## src/rtl/snes_serial_tx.sv

```systemverilog
`default_nettype none
// ============================================================================
// snes_serial_tx : SNES controller emulation, console-clocked 16-bit transmitter
// Revision: 1.0
// ============================================================================
module snes_serial_tx #(
  parameter int SYNC_STAGES    = 2,
  parameter int TIMEOUT_CYCLES = 4096
) (
  input  logic        clk,
  input  logic        reset_n,
  input  logic [15:0] button_word,
  input  logic        snes_latch,
  input  logic        snes_clk,
  output logic        serial_out,
  output logic        busy,
  output logic        frame_done
);

  typedef enum logic [1:0] {
    IDLE  = 2'd0,
    LOAD  = 2'd1,
    SHIFT = 2'd2,
    DONE  = 2'd3
  } state_t;

  localparam logic [15:0] TMO_LAST = 16'(TIMEOUT_CYCLES - 1);

  logic [SYNC_STAGES-1:0] latch_sync_q;
  logic [SYNC_STAGES-1:0] sclk_sync_q;
  logic                   latch_dly_q;
  logic                   sclk_dly_q;

  state_t      state_q, state_d;
  logic [15:0] shreg_q, shreg_d;
  logic [3:0]  cnt_q, cnt_d;
  logic [15:0] tmo_q, tmo_d;
  logic        sout_q, sout_d;
  logic        busy_q, busy_d;
  logic        done_q, done_d;

  logic latch_lvl;
  logic latch_fall;
  logic sclk_rise;

  // The console clock idles high, so its chain resets to 1 to avoid a false rise.
  always_ff @(posedge clk or negedge reset_n) begin
    if (!reset_n) begin
      latch_sync_q <= '0;
      sclk_sync_q  <= '1;
      latch_dly_q  <= 1'b0;
      sclk_dly_q   <= 1'b1;
    end else begin
      latch_sync_q <= {latch_sync_q[SYNC_STAGES-2:0], snes_latch};
      sclk_sync_q  <= {sclk_sync_q[SYNC_STAGES-2:0], snes_clk};
      latch_dly_q  <= latch_sync_q[SYNC_STAGES-1];
      sclk_dly_q   <= sclk_sync_q[SYNC_STAGES-1];
    end
  end

  assign latch_lvl  = latch_sync_q[SYNC_STAGES-1];
  assign latch_fall = ~latch_lvl & latch_dly_q;
  assign sclk_rise  = sclk_sync_q[SYNC_STAGES-1] & ~sclk_dly_q;

  always_comb begin
    state_d = state_q;
    shreg_d = shreg_q;
    cnt_d   = cnt_q;
    tmo_d   = '0;
    sout_d  = sout_q;
    done_d  = 1'b0;

    if (latch_lvl) begin
      state_d = LOAD;
      shreg_d = button_word;
      cnt_d   = '0;
      sout_d  = ~button_word[0];
    end else begin
      case (state_q)
        IDLE: begin
          sout_d = 1'b1;
          cnt_d  = '0;
        end
        LOAD: begin
          if (latch_fall) begin
            state_d = SHIFT;
            cnt_d   = '0;
          end
        end
        SHIFT: begin
          if (sclk_rise) begin
            shreg_d = {1'b0, shreg_q[15:1]};
            cnt_d   = cnt_q + 4'd1;
            if (cnt_q == 4'd15) begin
              state_d = DONE;
              sout_d  = 1'b0;
              done_d  = 1'b1;
            end else begin
              sout_d = ~shreg_q[1];
            end
          end else if (tmo_q == TMO_LAST) begin
            state_d = IDLE;
            sout_d  = 1'b1;
            cnt_d   = '0;
          end else begin
            tmo_d = tmo_q + 16'd1;
          end
        end
        DONE: begin
          sout_d = 1'b0;
        end
        default: begin
          state_d = IDLE;
          sout_d  = 1'b1;
        end
      endcase
    end

    busy_d = (state_d == LOAD) || (state_d == SHIFT);
  end

  always_ff @(posedge clk or negedge reset_n) begin
    if (!reset_n) begin
      state_q <= IDLE;
      shreg_q <= '0;
      cnt_q   <= '0;
      tmo_q   <= '0;
      sout_q  <= 1'b1;
      busy_q  <= 1'b0;
      done_q  <= 1'b0;
    end else begin
      state_q <= state_d;
      shreg_q <= shreg_d;
      cnt_q   <= cnt_d;
      tmo_q   <= tmo_d;
      sout_q  <= sout_d;
      busy_q  <= busy_d;
      done_q  <= done_d;
    end
  end

  assign serial_out = sout_q;
  assign busy       = busy_q;
  assign frame_done = done_q;

endmodule
`default_nettype wire

```

## config.mk

```make
export PLATFORM = sky130hd
export DESIGN_NAME = snes_serial_tx
export DESIGN_NICKNAME = d
export VERILOG_FILES = /design/src/rtl/snes_serial_tx.sv
export SDC_FILE = /design/constraint.sdc
export NUM_CORES = 1
export LEC_CHECK = 0
export BUFFER_PORTS_ARGS = -buffer_cell sky130_fd_sc_hd__buf_2
export CORE_MARGIN = 2
export CORE_UTILIZATION = 62
export CTS_CLUSTER_DIAMETER = 50
export CTS_CLUSTER_SIZE = 24
export DETAILED_ROUTE_END_ITERATION = 6
export GPL_TIMING_DRIVEN = 0
export PLACE_DENSITY = 0.83
export SLEW_MARGIN = 20
export SYNTH_ARGS = -nofsm -noshare
export SYNTH_HDL_FRONTEND = slang
export SYNTH_SLANG_ARGS = --single-unit
export TNS_END_PERCENT = 50
```

## constraint.sdc

```tcl
create_clock -name clk -period 3.3 [get_ports clk]
set_clock_uncertainty 0.2 [all_clocks]
set_input_delay 0.495 -clock clk [delete_from_list [all_inputs] [get_ports clk]]
set_output_delay 0.495 -clock clk [all_outputs]
set_load 0.05 [all_outputs]
```

==> results.md <==
Final layout:
- The area overhead of the layout relative to synthesis is 11.8%.
- The core utilization of the finished layout is 73.2%.
- The number of nets in the layout is 275.
- The finished cells cover 0.00248 mm².
- Across the whole layout, storage elements account for 0.00116 mm².
- The repair_antennas step left the layout with diodes totalling 0.
- The post-route netlist has 16.4% of its cells at a drive strength greater than 1.
- The multi-input combinational cell area is 996 µm².
- After filler insertion, the fill cell instance count of the layout stands at 251.

Global routing:
- The initial antenna violation count is 0.
- Summed over all layers, the global routing overflow is 0.
- Entering global routing, the biggest net connects 47 pins.
- The first global-routing pass estimated 6510 µm of wire.
- The number of global-route vias before repair was 1527.
- The total track usage is 20.8%.

Routing:
- The detail-routed net length per standard cell is 12.5 µm.
- The total length of routed wires is 3700 µm.
- The routed layout has 1608 vias.
- The remaining design rule violation count is 0.
- The number of DRC markers in iteration 0 is 136.
- The vias per cell is 5.43.
- The length of the first detailed-routing pass in iterations is 4.
- The detail route stage leaves a number of antenna-violating nets equal to 0.

Setup path:
- The data arrival time at the worst-slack endpoint is 2500 ps.
- The data required time of the worst path is 3390 ps.
- The maximum single-stage delay on the critical path is 440 ps.
- Counting both buffers and inverters, the worst setup path holds a total of 2.
- The startpoint of the most critical setup path is state_q[0]$_DFF_PN0_.
- The critical path in this run is classified as flip-flop to flip-flop.
- The critical path goes through inv_1 -> ha_1 -> clkbuf_1 -> nor2b_1 -> o211ai_4 -> o31ai_1 -> mux2_4.
- The slowest cell on the critical path is sky130_fd_sc_hd__dfrtp_1.
- In this run the register-to-register setup slack is 890 ps.
- The worst setup path is captured at a flip-flop.
- The cell type group with the largest total delay on the critical path is buffers and inverters.
- Along the worst path, the maximum fanout reaches 9.
- The type of origin of the critical path is a flip-flop.
- The start of the worst register-to-register path is state_q[0]$_DFF_PN0_.

Power and ir drop:
- Net switching is 30.5% of the power.
- The clock network is responsible for 23.3% of the overall power.
- Dividing total power by cell area gives a power density of 448 mW/mm².
- The cell leakage power is 1.23 nW.
- The analysis attributes to net switching a power of 0.338 mW.
- VDD sags by at most 0.328 mV.
- The internal power of the cells totals 0.772 mW.
- Sequential cells account for 56.6% of the total power.
- Combinational logic is responsible for 20.1% of the overall power.

Floorplan:
- In this run the core area contains 21 standard-cell rows.
- For this configuration, the core starts out at a cell density of 65.4%.
- The die width is 63.8 µm.
- The placeable core area is 0.00339 mm².
- In this run the count of I/O pins placed on the die edge is 23.
- The area of the die is 0.00407 mm².
- The vertical die dimension is 63.8 µm.

CTS:
- The clock sink count is 46.
- TritonCTS built the clock tree.
- After clock tree synthesis, the clock-pin slew on the worst setup and hold paths is 130 ps.
- The post-cts gate resize count is 0.
- The number of buffers on the longest clock path is 2.
- The number of buffers inserted by hold repair at cts is 0.
- Clock tree synthesis inserted a total of 5 buffers.
- The later pin in the worst-skew pair is clocked with a latency of 350 ps.
- The buffer count from post-CTS setup fixing is 0.
- In this run the clock root is driven by a sky130_fd_sc_hd__clkbuf_4.
- CTS built an H-tree with a depth of 2.

Synthesis:
- The number of instances in the synthesized netlist is 217.
- A synthesized cell averages 10.2 µm².
- The number of synthesized register bits is 46.
- Counting distinct cell types in the post-synthesis netlist gives 37.
- The mapped cell area is 0.00222 mm².
- The total of warnings raised by yosys is 0.
- Sequential cells were found to cover 52.1% of the synthesized design area.
- The net count of the mapped netlist is 243.

Timing:
- The final-report max-slew violation count is 0.
- For the pin with the worst max-slew slack, the measured transition is 435 ps.
- Setup repair after global routing left no endpoint under its margin.
- The clock period could shrink to 2410 ps.
- The sum of negative setup slack is 0 ps.
- Setup violations remaining at the end of the flow were counted as 0.
- The count of endpoints failing hold in the final timing report is 0.
- The worst max-slew margin expressed relative to the limit is 71.0%.
- Derived from the worst setup path, the maximum achievable clock frequency is 415 MHz.
- In the finished design, the share of the clock period the worst path needs comes to 73.0%.

Placement:
- Once detailed placement completed, the half-perimeter wirelength came to 2670 µm.
- The quantity of I/O buffers inserted on ports is 22.
- The cell area reported after detailed placement is 0.00239 mm².
- The final weighted congestion in routability-driven placement is 0.802.

Outcome:
- The flow ran to the end, and the final reports show no timing, DRC or antenna violations.

Job:
- Max-cap violations in this run came to 0.

Worst hold path:
- The worst hold path begins at snes_latch.
- The path class of the lowest-slack min-delay path is input port to flip-flop.
==> cells by family (layout without fill, tap and decap cells) <==
| kind of cell | after synthesis | after routing | synth area share [%] |
|---|---|---|---|
| compound gates | 36 | 36 | 10.4 |
| xor+xnor | 15 | 15 | 5.92 |
| fa+ha+maj | 6 | 6 | 3.38 |
| buf+inv | 15 | 48 | 2.99 |
| flops | 46 | 46 | 52.1 |
| mux | 17 | 17 | 7.90 |
| simple gates | 82 | 82 | 17.3 |
==> worst reg2reg max path, delay by kind of cell, from the launching register on <==
family                   cells  cell delay, ps
flip-flops                   1             440
buffers and inverters        2             480
AO/OA/AOI/OAI                2             350
AND/OR/NAND/NOR              1             370
multiplexers                 1             340
adder cells (fa/ha/maj)      1             170
==> registers in the layout, summed over array words and instances (netlist names) <==
| register | count |
|---|---|
| latch_dly_q | 1 |
| tmo_q | 16 |
| serial_out | 1 |
| latch_sync_q | 2 |
| sclk_sync_q | 2 |
| busy | 1 |
| state_q | 2 |
| frame_done | 1 |
| cnt_q | 4 |
| shreg_q | 15 |
| sclk_dly_q | 1 |
==> synth_stat cells <==
master	n	area, µm²
sky130_fd_sc_hd__ha_1	6	75.1
sky130_fd_sc_hd__a31oi_1	1	6.26
sky130_fd_sc_hd__dfstp_2	4	105
sky130_fd_sc_hd__xnor2_1	7	61.3
sky130_fd_sc_hd__clkbuf_1	5	18.8
sky130_fd_sc_hd__o21bai_1	1	7.51
sky130_fd_sc_hd__o22ai_1	2	12.5
sky130_fd_sc_hd__a211o_1	1	8.76
sky130_fd_sc_hd__or2_2	1	6.26
sky130_fd_sc_hd__nand2b_1	3	18.8
sky130_fd_sc_hd__o31ai_1	1	7.51
sky130_fd_sc_hd__and4_1	2	17.5
sky130_fd_sc_hd__nor4_1	2	12.5
sky130_fd_sc_hd__nor3_1	2	10.0
sky130_fd_sc_hd__o21a_1	1	7.51
sky130_fd_sc_hd__a21oi_1	5	25.0
sky130_fd_sc_hd__mux2i_1	16	160
sky130_fd_sc_hd__nor2b_1	5	31.3
sky130_fd_sc_hd__a21o_1	1	7.51
sky130_fd_sc_hd__and2_1	1	6.26
sky130_fd_sc_hd__mux2_4	1	15.0
sky130_fd_sc_hd__buf_2	2	10.0
sky130_fd_sc_hd__nand3_2	1	10.0
sky130_fd_sc_hd__o211ai_4	1	21.3
sky130_fd_sc_hd__nand4_1	3	18.8
sky130_fd_sc_hd__o21ai_0	18	90.1
sky130_fd_sc_hd__and3_1	4	25.0
sky130_fd_sc_hd__nand3_1	6	30.0
sky130_fd_sc_hd__or2_1	1	6.26
sky130_fd_sc_hd__inv_1	7	26.3
sky130_fd_sc_hd__nor2_1	24	90.1
sky130_fd_sc_hd__xor2_1	8	70.1
sky130_fd_sc_hd__nand2_1	27	101
sky130_fd_sc_hd__a222oi_1	1	10.0
sky130_fd_sc_hd__buf_6	1	11.3
sky130_fd_sc_hd__dfrtp_1	42	1050
sky130_fd_sc_hd__a22o_1	3	26.3
==> metal layers <==
| layer | vias to the layer above | track usage [%] | share of wire [%] |
|---|---|---|---|
| met2 | 28 | 33.3 | 47 |
| met4 | 0 | 8.97 | 1.1 |
| met1 | 771 | 27.2 | 49 |
| met3 | 4 | 4.75 | 3.1 |
| li1 | 805 | - | - |
| met5 | - | 0 | 0 |
==> area by class of cell <==
| cell class | instances | area share (%) |
|---|---|---|
| multi-input cells | 156 | 40.1 |
| repair buffers | 25 | 6.05 |
| flip-flops and latches | 46 | 46.6 |
| clock inverters | 2 | 0.555 |
| well taps | 46 | 2.32 |
| plain buffers | 8 | 1.61 |
| inverters | 7 | 1.06 |
| clock buffers | 6 | 1.66 |
==> through the flow <==
step	total power [mW]	hold slack, ps	setup WS (ps)	instances
floorplan	0.793	-0.591	1210	217
global placement	0.850	147	930	285
detailed placement	0.857	149	905	285
CTS	1.11	7.00	885	293
global route	1.18	6.02	750	296
finish	1.11	38.8	890	296
==> cell usage in the layout, fill, tap and decap left out, drive strengths merged, types with 4 or more instances in the layout <==
| master | synthesis | layout |
|---|---|---|
| nor2b | 5 | 5 |
| nand3 | 7 | 7 |
| mux2i | 16 | 16 |
| a21oi | 5 | 5 |
| buf | 3 | 26 |
| dfstp | 4 | 4 |
| clkbuf | 5 | 11 |
| nor2 | 24 | 24 |
| xnor2 | 7 | 7 |
| nand2 | 27 | 27 |
| ha | 6 | 6 |
| xor2 | 8 | 8 |
| and3 | 4 | 4 |
| o21ai | 18 | 18 |
| dfrtp | 42 | 42 |
| inv | 7 | 7 |
==> power by group through the flow <==
stage | combinational, mW | clock [mW] | sequential, mW
after floorplan | 0.135 | 0 | 0.659
after global placement | 0.213 | 0 | 0.637
after detailed placement | 0.218 | 0 | 0.640
after CTS | 0.219 | 0.262 | 0.629
after global routing | 0.250 | 0.294 | 0.634
final | 0.223 | 0.259 | 0.629
==> final timing paths <==
| check | end | cells past startpoint |
|---|---|---|
| worst max register to register | serial_out$_DFFE_PN1P_ | 7 |
| max in group asynchronous | sclk_sync_q[0]$_DFF_PN1_ | 3 |
| worst min register to register | sclk_sync_q[1]$_DFF_PN1_ | 0 |
| min in group asynchronous | cnt_q[3]$_DFFE_PN0P_ | 2 |
| worst min-delay path | latch_sync_q[0]$_DFF_PN0_ | 1 |
| worst max-delay path | serial_out$_DFFE_PN1P_ | 7 |
No activity file was read; power rests on OpenSTA's default activity.
